### src/rtl/swervolf_wb_cmd_master_if.sv
// Command/response stream plus Wishbone classic master bus bundled for the
// command master. "master" is the view of the block that drives the bus.
interface swervolf_wb_cmd_master_if #(
    parameter int AW = 32
);
    // command stream
    logic          i_cmd_valid;
    logic          o_cmd_ready;
    logic          i_cmd_we;
    logic [AW-1:0] i_cmd_adr;
    logic [31:0]   i_cmd_dat;
    logic [3:0]    i_cmd_sel;
    // response stream
    logic          o_rsp_valid;
    logic          i_rsp_ready;
    logic [31:0]   o_rsp_dat;
    logic          o_rsp_err;
    // wishbone
    logic [AW-1:0] o_wb_adr;
    logic [31:0]   o_wb_dat;
    logic [3:0]    o_wb_sel;
    logic          o_wb_we;
    logic          o_wb_cyc;
    logic          o_wb_stb;
    logic [31:0]   i_wb_rdt;
    logic          i_wb_ack;

    modport master (
        input  i_cmd_valid, i_cmd_we, i_cmd_adr, i_cmd_dat, i_cmd_sel,
        input  i_rsp_ready, i_wb_rdt, i_wb_ack,
        output o_cmd_ready, o_rsp_valid, o_rsp_dat, o_rsp_err,
        output o_wb_adr, o_wb_dat, o_wb_sel, o_wb_we, o_wb_cyc, o_wb_stb
    );

    modport slave (
        output i_cmd_valid, i_cmd_we, i_cmd_adr, i_cmd_dat, i_cmd_sel,
        output i_rsp_ready, i_wb_rdt, i_wb_ack,
        input  o_cmd_ready, o_rsp_valid, o_rsp_dat, o_rsp_err,
        input  o_wb_adr, o_wb_dat, o_wb_sel, o_wb_we, o_wb_cyc, o_wb_stb
    );
endinterface

### src/rtl/swervolf_wb_cmd_master.sv
// Wishbone classic initiator: one command in, one single-beat bus cycle,
// one response out. A timeout guarantees a response if no slave acks.
module swervolf_wb_cmd_master #(
    parameter int AW      = 32,
    parameter int TIMEOUT = 255
) (
    input logic                       i_clk,
    input logic                       i_rst,
    swervolf_wb_cmd_master_if.master  bus
);
    localparam int CW = $clog2(TIMEOUT) + 1;

    typedef enum logic [1:0] {IDLE, BUS, RSP} state_t;

    state_t        state_q, state_d;
    logic [CW-1:0] cnt_q, cnt_d;
    logic [AW-1:0] adr_q, adr_d;
    logic [31:0]   dat_q, dat_d;
    logic [3:0]    sel_q, sel_d;
    logic          we_q, we_d;
    logic [31:0]   rsp_dat_q, rsp_dat_d;
    logic          rsp_err_q, rsp_err_d;

    // Next-state logic; bus address/data only change on command accept so
    // they keep their last values after cyc drops.
    always_comb begin
        state_d   = state_q;
        cnt_d     = cnt_q;
        adr_d     = adr_q;
        dat_d     = dat_q;
        sel_d     = sel_q;
        we_d      = we_q;
        rsp_dat_d = rsp_dat_q;
        rsp_err_d = rsp_err_q;
        case (state_q)
            IDLE: begin
                if (bus.i_cmd_valid) begin
                    adr_d   = bus.i_cmd_adr;
                    dat_d   = bus.i_cmd_dat;
                    sel_d   = bus.i_cmd_sel;
                    we_d    = bus.i_cmd_we;
                    cnt_d   = '0;
                    state_d = BUS;
                end
            end
            BUS: begin
                // ack has priority over expiry in the same cycle
                if (bus.i_wb_ack) begin
                    rsp_dat_d = we_q ? 32'h0 : bus.i_wb_rdt;
                    rsp_err_d = 1'b0;
                    state_d   = RSP;
                end else if (cnt_q == CW'(TIMEOUT - 1)) begin
                    rsp_dat_d = 32'h0;
                    rsp_err_d = 1'b1;
                    state_d   = RSP;
                end else begin
                    cnt_d = cnt_q + CW'(1);
                end
            end
            RSP: begin
                if (bus.i_rsp_ready) state_d = IDLE;
            end
            default: state_d = IDLE;
        endcase
    end

    // State and datapath registers; reset discards any pending transaction.
    always_ff @(posedge i_clk) begin
        if (i_rst) begin
            state_q   <= IDLE;
            cnt_q     <= '0;
            adr_q     <= '0;
            dat_q     <= '0;
            sel_q     <= '0;
            we_q      <= 1'b0;
            rsp_dat_q <= '0;
            rsp_err_q <= 1'b0;
        end else begin
            state_q   <= state_d;
            cnt_q     <= cnt_d;
            adr_q     <= adr_d;
            dat_q     <= dat_d;
            sel_q     <= sel_d;
            we_q      <= we_d;
            rsp_dat_q <= rsp_dat_d;
            rsp_err_q <= rsp_err_d;
        end
    end

    // cyc/stb and rsp_valid are pure state decodes, so cyc falls on the
    // same edge that samples ack and never lingers an extra cycle.
    always_comb begin
        bus.o_cmd_ready = (state_q == IDLE) && !i_rst;
        bus.o_wb_cyc    = (state_q == BUS);
        bus.o_wb_stb    = (state_q == BUS);
        bus.o_rsp_valid = (state_q == RSP);
        bus.o_wb_adr    = adr_q;
        bus.o_wb_dat    = dat_q;
        bus.o_wb_sel    = sel_q;
        bus.o_wb_we     = we_q;
        bus.o_rsp_dat   = rsp_dat_q;
        bus.o_rsp_err   = rsp_err_q;
    end
endmodule
### src/flat_wrapper.sv
// flat-port wrapper written by rule: the top's interface ports become plain ports
module swervolf_wb_cmd_master_flat 
#(
    parameter int AW      = 32,
    parameter int TIMEOUT = 255
)
  (i_clk, i_rst, bus_i_cmd_valid, bus_i_cmd_we, bus_i_cmd_adr, bus_i_cmd_dat, bus_i_cmd_sel, bus_i_rsp_ready, bus_i_wb_rdt, bus_i_wb_ack, bus_o_cmd_ready, bus_o_rsp_valid, bus_o_rsp_dat, bus_o_rsp_err, bus_o_wb_adr, bus_o_wb_dat, bus_o_wb_sel, bus_o_wb_we, bus_o_wb_cyc, bus_o_wb_stb);
  swervolf_wb_cmd_master_if #(.AW(AW)) bus_i ();
  input logic i_clk;
  input logic i_rst;
  input wire logic [$bits(bus_i.i_cmd_valid)-1:0] bus_i_cmd_valid;
  input wire logic [$bits(bus_i.i_cmd_we)-1:0] bus_i_cmd_we;
  input wire logic [$bits(bus_i.i_cmd_adr)-1:0] bus_i_cmd_adr;
  input wire logic [$bits(bus_i.i_cmd_dat)-1:0] bus_i_cmd_dat;
  input wire logic [$bits(bus_i.i_cmd_sel)-1:0] bus_i_cmd_sel;
  input wire logic [$bits(bus_i.i_rsp_ready)-1:0] bus_i_rsp_ready;
  input wire logic [$bits(bus_i.i_wb_rdt)-1:0] bus_i_wb_rdt;
  input wire logic [$bits(bus_i.i_wb_ack)-1:0] bus_i_wb_ack;
  output wire logic [$bits(bus_i.o_cmd_ready)-1:0] bus_o_cmd_ready;
  output wire logic [$bits(bus_i.o_rsp_valid)-1:0] bus_o_rsp_valid;
  output wire logic [$bits(bus_i.o_rsp_dat)-1:0] bus_o_rsp_dat;
  output wire logic [$bits(bus_i.o_rsp_err)-1:0] bus_o_rsp_err;
  output wire logic [$bits(bus_i.o_wb_adr)-1:0] bus_o_wb_adr;
  output wire logic [$bits(bus_i.o_wb_dat)-1:0] bus_o_wb_dat;
  output wire logic [$bits(bus_i.o_wb_sel)-1:0] bus_o_wb_sel;
  output wire logic [$bits(bus_i.o_wb_we)-1:0] bus_o_wb_we;
  output wire logic [$bits(bus_i.o_wb_cyc)-1:0] bus_o_wb_cyc;
  output wire logic [$bits(bus_i.o_wb_stb)-1:0] bus_o_wb_stb;
  assign bus_i.i_cmd_valid = bus_i_cmd_valid;
  assign bus_i.i_cmd_we = bus_i_cmd_we;
  assign bus_i.i_cmd_adr = bus_i_cmd_adr;
  assign bus_i.i_cmd_dat = bus_i_cmd_dat;
  assign bus_i.i_cmd_sel = bus_i_cmd_sel;
  assign bus_i.i_rsp_ready = bus_i_rsp_ready;
  assign bus_i.i_wb_rdt = bus_i_wb_rdt;
  assign bus_i.i_wb_ack = bus_i_wb_ack;
  assign bus_o_cmd_ready = bus_i.o_cmd_ready;
  assign bus_o_rsp_valid = bus_i.o_rsp_valid;
  assign bus_o_rsp_dat = bus_i.o_rsp_dat;
  assign bus_o_rsp_err = bus_i.o_rsp_err;
  assign bus_o_wb_adr = bus_i.o_wb_adr;
  assign bus_o_wb_dat = bus_i.o_wb_dat;
  assign bus_o_wb_sel = bus_i.o_wb_sel;
  assign bus_o_wb_we = bus_i.o_wb_we;
  assign bus_o_wb_cyc = bus_i.o_wb_cyc;
  assign bus_o_wb_stb = bus_i.o_wb_stb;
  swervolf_wb_cmd_master #(.AW(AW), .TIMEOUT(TIMEOUT)) u_core (.i_clk(i_clk), .i_rst(i_rst), .bus(bus_i));
endmodule
### config.mk
export PLATFORM = sky130hd
export DESIGN_NAME = swervolf_wb_cmd_master_flat
export DESIGN_NICKNAME = d
export VERILOG_FILES = /design/src/rtl/swervolf_wb_cmd_master_if.sv /design/src/rtl/swervolf_wb_cmd_master.sv /design/src/flat_wrapper.sv
export SDC_FILE = /design/constraint.sdc
export NUM_CORES = 1
export LEC_CHECK = 0
export ABC_AREA = 1
export BUFFER_PORTS_ARGS = -buffer_cell sky130_fd_sc_hd__buf_2
export CORE_MARGIN = 2
export CORE_UTILIZATION = 50
export CTS_CLUSTER_DIAMETER = 30
export CTS_CLUSTER_SIZE = 16
export DETAILED_ROUTE_END_ITERATION = 6
export HOLD_SLACK_MARGIN = 0.15
export PLACE_DENSITY = 0.95
export RECOVER_POWER = 50
export SLEW_MARGIN = 20
export SYNTH_ARGS = -nofsm -noshare
export SYNTH_HDL_FRONTEND = slang
export SYNTH_SLANG_ARGS = --single-unit
export TNS_END_PERCENT = 5
### constraint.sdc
create_clock -name i_clk -period 2.3 [get_ports i_clk]
set_input_delay 0.46 -clock i_clk [delete_from_list [all_inputs] [get_ports i_clk]]
set_output_delay 0.46 -clock i_clk [all_outputs]
set_load 0.01 [all_outputs]
==> report_table.html, run 1 <==
<table>
<tr><th>Metric</th><th>Value</th></tr>
<tr><th colspan="2">Placement</th></tr>
<tr><td>DP HPWL</td><td>7860 um</td></tr>
<tr><td>Input/output buffers</td><td>211</td></tr>
<tr><td>Global placer's final weighted congestion</td><td>0.905</td></tr>
<tr><td>Cell count after placement</td><td>851</td></tr>
<tr><td>Place WS</td><td>0.542 ns</td></tr>
<tr><th colspan="2">Critical path</th></tr>
<tr><td>Worst Path Arrival</td><td>2.23 ns</td></tr>
<tr><td>Data required time of the worst path</td><td>2.71 ns</td></tr>
<tr><td>Peak fanout along the critical path</td><td>9</td></tr>
<tr><td>Critical path endpoint category</td><td>flop</td></tr>
<tr><td>Crit path launch type</td><td>flop</td></tr>
<tr><td>Worst setup path class</td><td>reg -&gt; reg</td></tr>
<tr><th colspan="2">Timing</th></tr>
<tr><td>Setup TNS</td><td>0 ns</td></tr>
<tr><td>Min Clock Period, post-route</td><td>1.82 ns</td></tr>
<tr><td>Clock skew after layout</td><td>0.0145 ns</td></tr>
<tr><td>Actual slew at the worst max-slew pin</td><td>0.717 ns</td></tr>
<tr><td>Fin. max-slew vios</td><td>0</td></tr>
<tr><td>Final setup vio count</td><td>0</td></tr>
<tr><td>Number of hold violations in the final report</td><td>0</td></tr>
<tr><td>Worst relative slew slack</td><td>0.522</td></tr>
<tr><td>Ratio of final minimum period to clock period</td><td>0.791</td></tr>
<tr><td>Maximum clock frequency</td><td>0.549 GHz</td></tr>
<tr><td>Setup slack after layout</td><td>0.480 ns</td></tr>
<tr><td>Unrepaired setup endpoints after global routing</td><td>no</td></tr>
<tr><th colspan="2">Route</th></tr>
<tr><td>Average wire per cell in the routed design</td><td>12.6 um</td></tr>
<tr><td>Number of vias after detailed routing</td><td>4,218</td></tr>
<tr><td>TritonRoute pass-1 iters</td><td>6</td></tr>
<tr><td>Wire length after detailed routing</td><td>11,200 um</td></tr>
<tr><td>Post-route DRC violation count</td><td>0</td></tr>
<tr><td>Antenna violation net count after detailed routing</td><td>0</td></tr>
<tr><td>DR iter-0 viols</td><td>129</td></tr>
<tr><td>Post-DR vias/cell</td><td>4.78</td></tr>
<tr><th colspan="2">Final layout</th></tr>
<tr><td>Diodes inserted</td><td>0</td></tr>
<tr><td>Final standard cell count with taps included and fillers excluded</td><td>883</td></tr>
<tr><td>Finished Core Util</td><td>0.685</td></tr>
<tr><td># nets final</td><td>870</td></tr>
<tr><td>Area growth syn-to-layout</td><td>33.5%</td></tr>
<tr><td>Layout cell share with drive strength beyond 1</td><td>0.288</td></tr>
<tr><th colspan="2">Clocking</th></tr>
<tr><td>Number of H-tree branching levels</td><td>4</td></tr>
<tr><td>Cts-stage hold buffer count</td><td>0</td></tr>
<tr><td>CTS Buf Count</td><td>17</td></tr>
<tr><td>Clock insertion delay at the later pin of the skew report</td><td>0.49 ns</td></tr>
<tr><td>Clk pin slew, worst setup/hold paths</td><td>0.06 ns</td></tr>
<tr><td>Clock Path Buffers</td><td>2</td></tr>
<tr><td>TritonCTS clock tree</td><td>done</td></tr>
<tr><td>Resized cells post-CTS</td><td>0</td></tr>
<tr><td>Post-CTS Setup Repair Bufs</td><td>0</td></tr>
<tr><td>Root Buffer</td><td>clkbuf_8</td></tr>
<tr><td>Clock tree sinks</td><td>113</td></tr>
<tr><th colspan="2">Global route</th></tr>
<tr><td>Largest net degree at the start of global routing</td><td>69</td></tr>
<tr><td>Aggregate global routing overflow</td><td>0</td></tr>
<tr><td>Vias in the first global route</td><td>4,138</td></tr>
<tr><td>Overall fraction of global-route tracks in use</td><td>0.232</td></tr>
<tr><td>Initial antenna violation count</td><td>0</td></tr>
<tr><td>Wire length of the first global-routing pass</td><td>18,600 um</td></tr>
<tr><th colspan="2">Synth</th></tr>
<tr><td>Share of the synthesized area in the top cell type</td><td>0.508</td></tr>
<tr><td>EDFF count, synth</td><td>0</td></tr>
<tr><td>Avg Cell Area, Syn</td><td>7.98 um2</td></tr>
<tr><td>Count of mapped cells out of synthesis</td><td>558</td></tr>
<tr><td>Cell taking the most area after synthesis</td><td>dfxtp_1</td></tr>
<tr><td>Post-Syn Area</td><td>0.00445 mm2</td></tr>
<tr><td>Portion of the post-synthesis area used by sequential elements</td><td>0.508</td></tr>
<tr><td>Share of async-settable or async-resettable flops after synthesis</td><td>0</td></tr>
<tr><td>Synth warn</td><td>0</td></tr>
<tr><td>Primary flip-flop cell chosen by synthesis mapping</td><td>dfxtp_1</td></tr>
<tr><td>Synth Register Bits</td><td>113</td></tr>
<tr><td>Top post-synthesis cells by count</td><td>nor2_1, dfxtp_1, nand2_1, o21ai_0, nand2_2</td></tr>
<tr><td>Biggest area contributors in the synthesized netlist</td><td>dfxtp_1, nor2_1, o21ai_0</td></tr>
<tr><td>Number of unique standard cell types used by synthesis</td><td>24</td></tr>
<tr><td>Post-Synthesis Net Count</td><td>666</td></tr>
<tr><td>Cell with the most instances after synthesis</td><td>nor2_1</td></tr>
<tr><th colspan="2">Job</th></tr>
<tr><td>Count of max-cap constraint violations</td><td>0</td></tr>
<tr><th colspan="2">Die</th></tr>
<tr><td>Area of the die</td><td>0.00968 mm2</td></tr>
<tr><td>Core region area</td><td>0.00868 mm2</td></tr>
<tr><td>Initial core utilization</td><td>0.513</td></tr>
<tr><td>Chip Height</td><td>98.4 um</td></tr>
<tr><td>Die width</td><td>98.4 um</td></tr>
<tr><td>Top-Level Pins</td><td>212</td></tr>
<tr><td>Count of standard-cell rows</td><td>34</td></tr>
<tr><th colspan="2">Status</th></tr>
<tr><td>Outcome</td><td>finished clean</td></tr>
<tr><th colspan="2">Worst hold path</th></tr>
<tr><td>Worst min-delay path class</td><td>in -&gt; reg</td></tr>
<tr><th colspan="2">Power</th></tr>
<tr><td>Post-layout total power</td><td>5.30 mW</td></tr>
<tr><td>Leakage power total</td><td>2.46 nW</td></tr>
<tr><td>Max VDD drop</td><td>0.581 mV</td></tr>
<tr><td>Power density over cell area</td><td>892 mW/mm2</td></tr>
</table>
==> report_power, final <==
part | leakage (nW) | switching (mW) | internal [mW]
registers | 0.929 | 0.0735 | 2.09
clock network | 0.271 | 0.929 | 1.58
logic | 1.26 | 0.388 | 0.234
total | 2.46 | 1.39 | 3.91
==> worst paths after layout <==
path / to / cells after the start / slack [ns] / start
worst max-delay path: u_core.cnt_q[4]$_SDFFE_PP0P_ / 8 / 0.48 / u_core.cnt_q[0]$_SDFFE_PP0P_
worst min-delay path: u_core.bus.o_wb_dat[3]$_SDFFE_PP0P_ / 3 / 0.22 / bus_i_cmd_dat[3]
worst max register to register: u_core.cnt_q[4]$_SDFFE_PP0P_ / 8 / 0.48 / u_core.cnt_q[0]$_SDFFE_PP0P_
worst min register to register: u_core.bus.o_rsp_dat[16]$_SDFFE_PP0P_ / 2 / 0.47 / u_core.bus.o_rsp_dat[16]$_SDFFE_PP0P_
==> cell type report <==
cell class	count	area, um2
inverters	18	72.6
fillers	769	2730
repair buffers	218	991
flip-flops and latches	113	2260
clock inverters	14	155
clock buffers	18	428
multi-input cells	394	1900
well taps	108	135
==> worst max-delay path, cell delays in order, from the launching register on <==
cell	delay [ns]
dfxtp_1	0.33
inv_1	0.12
ha_1	0.16
nand2_1	0.06
nor2_1	0.23
nand3_1	0.26
nand2_1	0.35
nand2_1	0.10
a21oi_1	0.14
==> layout by cell type (no fill, tap or decap), types with 2 or more instances in the layout <==
cell type   synthesis  routed
nor2_1            152     153
dfxtp_1           113     113
buf_2               7     109
clkbuf_1           17     102
nand2_1            71      72
o21ai_0            71      71
nand2_2            36      36
a21oi_2            31      31
clkbuf_16           0      16
inv_1              15      14
nand3_1            11      12
a21oi_1             7       7
inv_6               1       5
clkinvlp_4          0       5
buf_4               3       5
inv_2               2       3
nor3_1              2       2
nor2_4              3       2
nand2_4             3       2
ha_1                2       2
clkbuf_8            0       2
clkinv_4            0       2
bufinv_16           0       2
==> logic make-up (layout without fill, tap and decap cells) <==
logic type | count (synthesis) | after routing | share of synthesized area
flops | 113 | 113 | 0.508
buf+inv | 51 | 268 | 0.0587
xor+xnor | 2 | 2 | 0.00393
simple gates | 280 | 280 | 0.274
fa+ha+maj | 2 | 2 | 0.00562
compound gates | 110 | 110 | 0.150
==> state kept, by name, indices dropped and copies added (netlist names) <==
register              count
u_core.bus.o_wb_sel       4
u_core.cnt_q              9
u_core.bus.o_rsp_err      1
u_core.state_q            2
u_core.bus.o_wb_adr      32
u_core.bus.o_wb_dat      32
u_core.bus.o_rsp_dat     32
u_core.bus.o_wb_we        1
==> through the flow <==
step,hold slack (ns),area (um2)
6_report,0.218,5950
5_1_grt,0.208,5950
4_1_cts,0.197,6100
3_5_place_dp,0.454,5520
3_3_place_gp,0.431,5520
2_1_floorplan,0.447,4450
==> routing by layer <==
metal / GRT usage / share of wire / up-vias / wire length [um]
met3: 0.0680 / 0.063 / 17 / 706
met5: 0 / 0 / - / 0
met2: 0.400 / 0.49 / 157 / 5490
li1: - / - / 2179 / -
met4: 0.0854 / 0.016 / 0 / 178
met1: 0.275 / 0.43 / 1865 / 4790
No activity file was read; power rests on OpenSTA's default activity.
==> run 2: changes to the inputs <==
CORE_UTILIZATION = 42   (was 50)
PLACE_DENSITY = 0.87   (was 0.95)
clock period = 1.63 ns   (was 2.3 ns; I/O delays follow)
==> run 2 against run 1 <==
  * Clock skew shrank 0.0029 ns
  * Register-to-register slack worse by 0.41 ns
  * Combinational power increased by 93%
  * Largest power group unchanged
==> report_table.html, run 2 (same netlist as run 1, synthesis figures left out) <==
<table>
<tr><th>Metric</th><th>Value</th></tr>
<tr><th colspan="2">Timing</th></tr>
<tr><td>Setup slack after layout</td><td>0.0723 ns (-0.407 ns)</td></tr>
<tr><td>Ratio of final minimum period to clock period</td><td>0.956 (+0.164)</td></tr>
<tr><td>Fin. max-slew vios</td><td>0 (unchanged)</td></tr>
<tr><td>Worst relative slew slack</td><td>0.658 (+0.136)</td></tr>
<tr><td>Maximum clock frequency</td><td>0.642 GHz (+17%)</td></tr>
<tr><td>Final setup vio count</td><td>0 (unchanged)</td></tr>
<tr><td>Min Clock Period, post-route</td><td>1.56 ns (-0.263 ns)</td></tr>
<tr><td>Number of hold violations in the final report</td><td>0 (unchanged)</td></tr>
<tr><td>Clock skew after layout</td><td>0.0116 ns (-0.00289 ns)</td></tr>
<tr><td>Actual slew at the worst max-slew pin</td><td>0.513 ns (-0.204 ns)</td></tr>
<tr><th colspan="2">Die</th></tr>
<tr><td>Initial core utilization</td><td>0.431 (-0.0818)</td></tr>
<tr><td>Area of the die</td><td>0.0114 mm2 (+18%)</td></tr>
<tr><td>Die width</td><td>107 um (+8.7%)</td></tr>
<tr><td>Chip Height</td><td>107 um (+8.7%)</td></tr>
<tr><td>Top-Level Pins</td><td>212 (unchanged)</td></tr>
<tr><td>Count of standard-cell rows</td><td>37 (+8.8%)</td></tr>
<tr><td>Core region area</td><td>0.0103 mm2 (+19%)</td></tr>
<tr><th colspan="2">Global route</th></tr>
<tr><td>Vias in the first global route</td><td>5,114 (+24%)</td></tr>
<tr><td>Initial antenna violation count</td><td>1 (+1)</td></tr>
<tr><td>Largest net degree at the start of global routing</td><td>58 (-16%)</td></tr>
<tr><td>Aggregate global routing overflow</td><td>0 (unchanged)</td></tr>
<tr><td>Overall fraction of global-route tracks in use</td><td>0.262 (+0.0294)</td></tr>
<tr><td>Wire length of the first global-routing pass</td><td>23,800 um (+28%)</td></tr>
<tr><th colspan="2">Route</th></tr>
<tr><td>Wire length after detailed routing</td><td>14,900 um (+33%)</td></tr>
<tr><td>TritonRoute pass-1 iters</td><td>5 (-1)</td></tr>
<tr><td>Post-DR vias/cell</td><td>4.81 (+0.68%)</td></tr>
<tr><td>Post-route DRC violation count</td><td>0 (unchanged)</td></tr>
<tr><td>DR iter-0 viols</td><td>383 (+200%)</td></tr>
<tr><td>Antenna violation net count after detailed routing</td><td>0 (unchanged)</td></tr>
<tr><td>Average wire per cell in the routed design</td><td>14.6 um (+15%)</td></tr>
<tr><td>Number of vias after detailed routing</td><td>4,925 (+17%)</td></tr>
<tr><th colspan="2">Critical path</th></tr>
<tr><td>Reg2Reg Capture Point</td><td>u_core.bus.o_rsp_dat[31]$_SDFFE_PP0P_</td></tr>
<tr><td>FF-to-FF setup slack</td><td>0.07 ns (-0.41 ns)</td></tr>
<tr><td>R2r startpoint</td><td>u_core.state_q[0]$_SDFFE_PP0P_</td></tr>
<tr><td>Data required time of the worst path</td><td>2.03 ns (-0.68 ns)</td></tr>
<tr><td>Cell count of the worst reg-to-reg path</td><td>8 (unchanged)</td></tr>
<tr><td>Critical path endpoint category</td><td>flop</td></tr>
<tr><td>Crit path launch type</td><td>flop</td></tr>
<tr><td>Peak fanout along the critical path</td><td>32 (+23)</td></tr>
<tr><td>Worst setup path class</td><td>reg -&gt; reg</td></tr>
<tr><td>Worst Path Arrival</td><td>1.95 ns (-0.28 ns)</td></tr>
<tr><th colspan="2">Power</th></tr>
<tr><td>Post-layout total power</td><td>8.04 mW (+52%)</td></tr>
<tr><td>Switching share of total power</td><td>0.259 (-0.00362)</td></tr>
<tr><td>Switching power of the nets</td><td>2.08 mW (+50%)</td></tr>
<tr><td>Part of the total power dissipated in sequential elements</td><td>0.380 (-0.029)</td></tr>
<tr><td>Clock share of power</td><td>0.470 (-0.004)</td></tr>
<tr><td>Power Internal</td><td>5.96 mW (+52%)</td></tr>
<tr><td>Leakage power total</td><td>3.38 nW (+37%)</td></tr>
<tr><td>Power density over cell area</td><td>1100 mW/mm2 (+23%)</td></tr>
<tr><td>Combinational fraction of design power</td><td>0.150 (+0.033)</td></tr>
<tr><td>Max VDD drop</td><td>0.779 mV (+34%)</td></tr>
<tr><th colspan="2">Final layout</th></tr>
<tr><td>Layout cell share with drive strength beyond 1</td><td>0.382 (+0.0944)</td></tr>
<tr><td>Area growth syn-to-layout</td><td>64.5%</td></tr>
<tr><td>Commonest cells after routing, fill and taps aside</td><td>buf_2, nor2_1, dfxtp_1</td></tr>
<tr><td># nets final</td><td>982 (+13%)</td></tr>
<tr><td>Commonest non-fill, non-tap cell in the layout</td><td>buf_2</td></tr>
<tr><td>Finished Cell Area</td><td>0.00732 mm2 (+23%)</td></tr>
<tr><th colspan="2">Worst hold path</th></tr>
<tr><td>Hold path cells</td><td>4 (+1)</td></tr>
<tr><td>Worst min-delay path class</td><td>in -&gt; reg</td></tr>
<tr><td>Origin of the worst min-delay path</td><td>bus_i_wb_ack</td></tr>
<tr><td>Terminating pin of the worst hold path</td><td>u_core.bus.o_rsp_err$_SDFFE_PP0P_</td></tr>
<tr><th colspan="2">Placement</th></tr>
<tr><td>Place WS</td><td>0.103 ns (-0.439 ns)</td></tr>
<tr><td>DP HPWL</td><td>8190 um (+4.2%)</td></tr>
<tr><td>Standard cell area after detailed placement</td><td>0.00565 mm2 (+2.3%)</td></tr>
<tr><td>Global placer's final weighted congestion</td><td>0.848 (-6.3%)</td></tr>
<tr><td>Input/output buffers</td><td>211 (unchanged)</td></tr>
<tr><th colspan="2">Clocking</th></tr>
<tr><td>CTS Buf Count</td><td>17 (unchanged)</td></tr>
<tr><td>Root Buffer</td><td>clkbuf_8</td></tr>
<tr><td>TritonCTS clock tree</td><td>done</td></tr>
<tr><td>Clock insertion delay at the later pin of the skew report</td><td>0.48 ns (about the same)</td></tr>
<tr><td>Number of H-tree branching levels</td><td>4 (unchanged)</td></tr>
<tr><td>Clock Path Buffers</td><td>2 (unchanged)</td></tr>
<tr><td>Clk pin slew, worst setup/hold paths</td><td>0.06 ns (about the same)</td></tr>
<tr><td>Clock tree sinks</td><td>113 (unchanged)</td></tr>
<tr><th colspan="2">Status</th></tr>
<tr><td>Outcome</td><td>finished clean</td></tr>
<tr><th colspan="2">Job</th></tr>
<tr><td>Count of max-cap constraint violations</td><td>0 (unchanged)</td></tr>
</table>
[run 2: how the worst max path moves through the flow]
stage                     slack, ns  cells after the start                            from                                     to
after detailed placement       0.10                     10    u_core.cnt_q[0]$_SDFFE_PP0P_  u_core.bus.o_rsp_dat[27]$_SDFFE_PP0P_
after global placement         0.16                     10    u_core.cnt_q[0]$_SDFFE_PP0P_   u_core.bus.o_rsp_dat[3]$_SDFFE_PP0P_
after CTS                      0.08                      4  u_core.state_q[1]$_SDFFE_PP0P_                           bus_o_wb_cyc
final                          0.07                      8  u_core.state_q[0]$_SDFFE_PP0P_  u_core.bus.o_rsp_dat[31]$_SDFFE_PP0P_
after global routing          -0.04                     10    u_core.cnt_q[0]$_SDFFE_PP0P_  u_core.bus.o_rsp_dat[31]$_SDFFE_PP0P_
after floorplan                0.29                     10    u_core.cnt_q[0]$_SDFFE_PP0P_  u_core.bus.o_rsp_dat[12]$_SDFFE_PP0P_
[run 2: cell type report]
type	instances	area, um2
fillers	723	3000
flip-flops and latches	113	2260
repair buffers	330	2260
multi-input cells	394	1940
clock buffers	19	442
clock inverters	13	174
well taps	136	170
inverters	18	72.6
diodes	1	2.50
[run 2: critical path, stage by stage (launching register included)]
cell     delay (ns)
dfxtp_1        0.43
nand2_4        0.11
inv_6          0.07
buf_4          0.18
nand2_4        0.09
nor2_4         0.10
buf_12         0.18
nand2_1        0.09
a21oi_1        0.19
[run 2: power by group through the flow]
stage,clock [mW],combinational (mW),sequential [mW]
global placement,0,0.947,3.10
global route,3.97,1.31,3.08
finish,3.78,1.20,3.06
detailed placement,0,0.963,3.11
CTS,3.85,1.16,3.05
floorplan,0,0.458,3.20
[run 2: routing by layer]
metal,part of all wire,track usage
met1,0.38,0.268
met2,0.52,0.475
met3,0.052,0.0675
met4,0.048,0.160
met5,0,0
[run 2: per-stage QoR]
step	TNS [ns]	utilization	cells	hold slack (ns)
after global placement	0	0.547	886	0.431
after detailed placement	0	0.547	886	0.435
after floorplan	0	-	558	0.447
after global routing	-0.0726	0.709	1024	0.213
after CTS	0	0.708	1023	0.163
final	0	0.709	1024	0.224
[run 2: timing repair]
| action | CTS | global route |
|---|---|---|
| hold buffers | 104 | 0 |
| pin swaps | 0 | 1 |
| setup endpoints to repair | 2 | 18 |
| gates resized for setup | 0 | 5 |
| setup buffers | 1 | 0 |
| endpoints found under the hold margin | 107 | 0 |
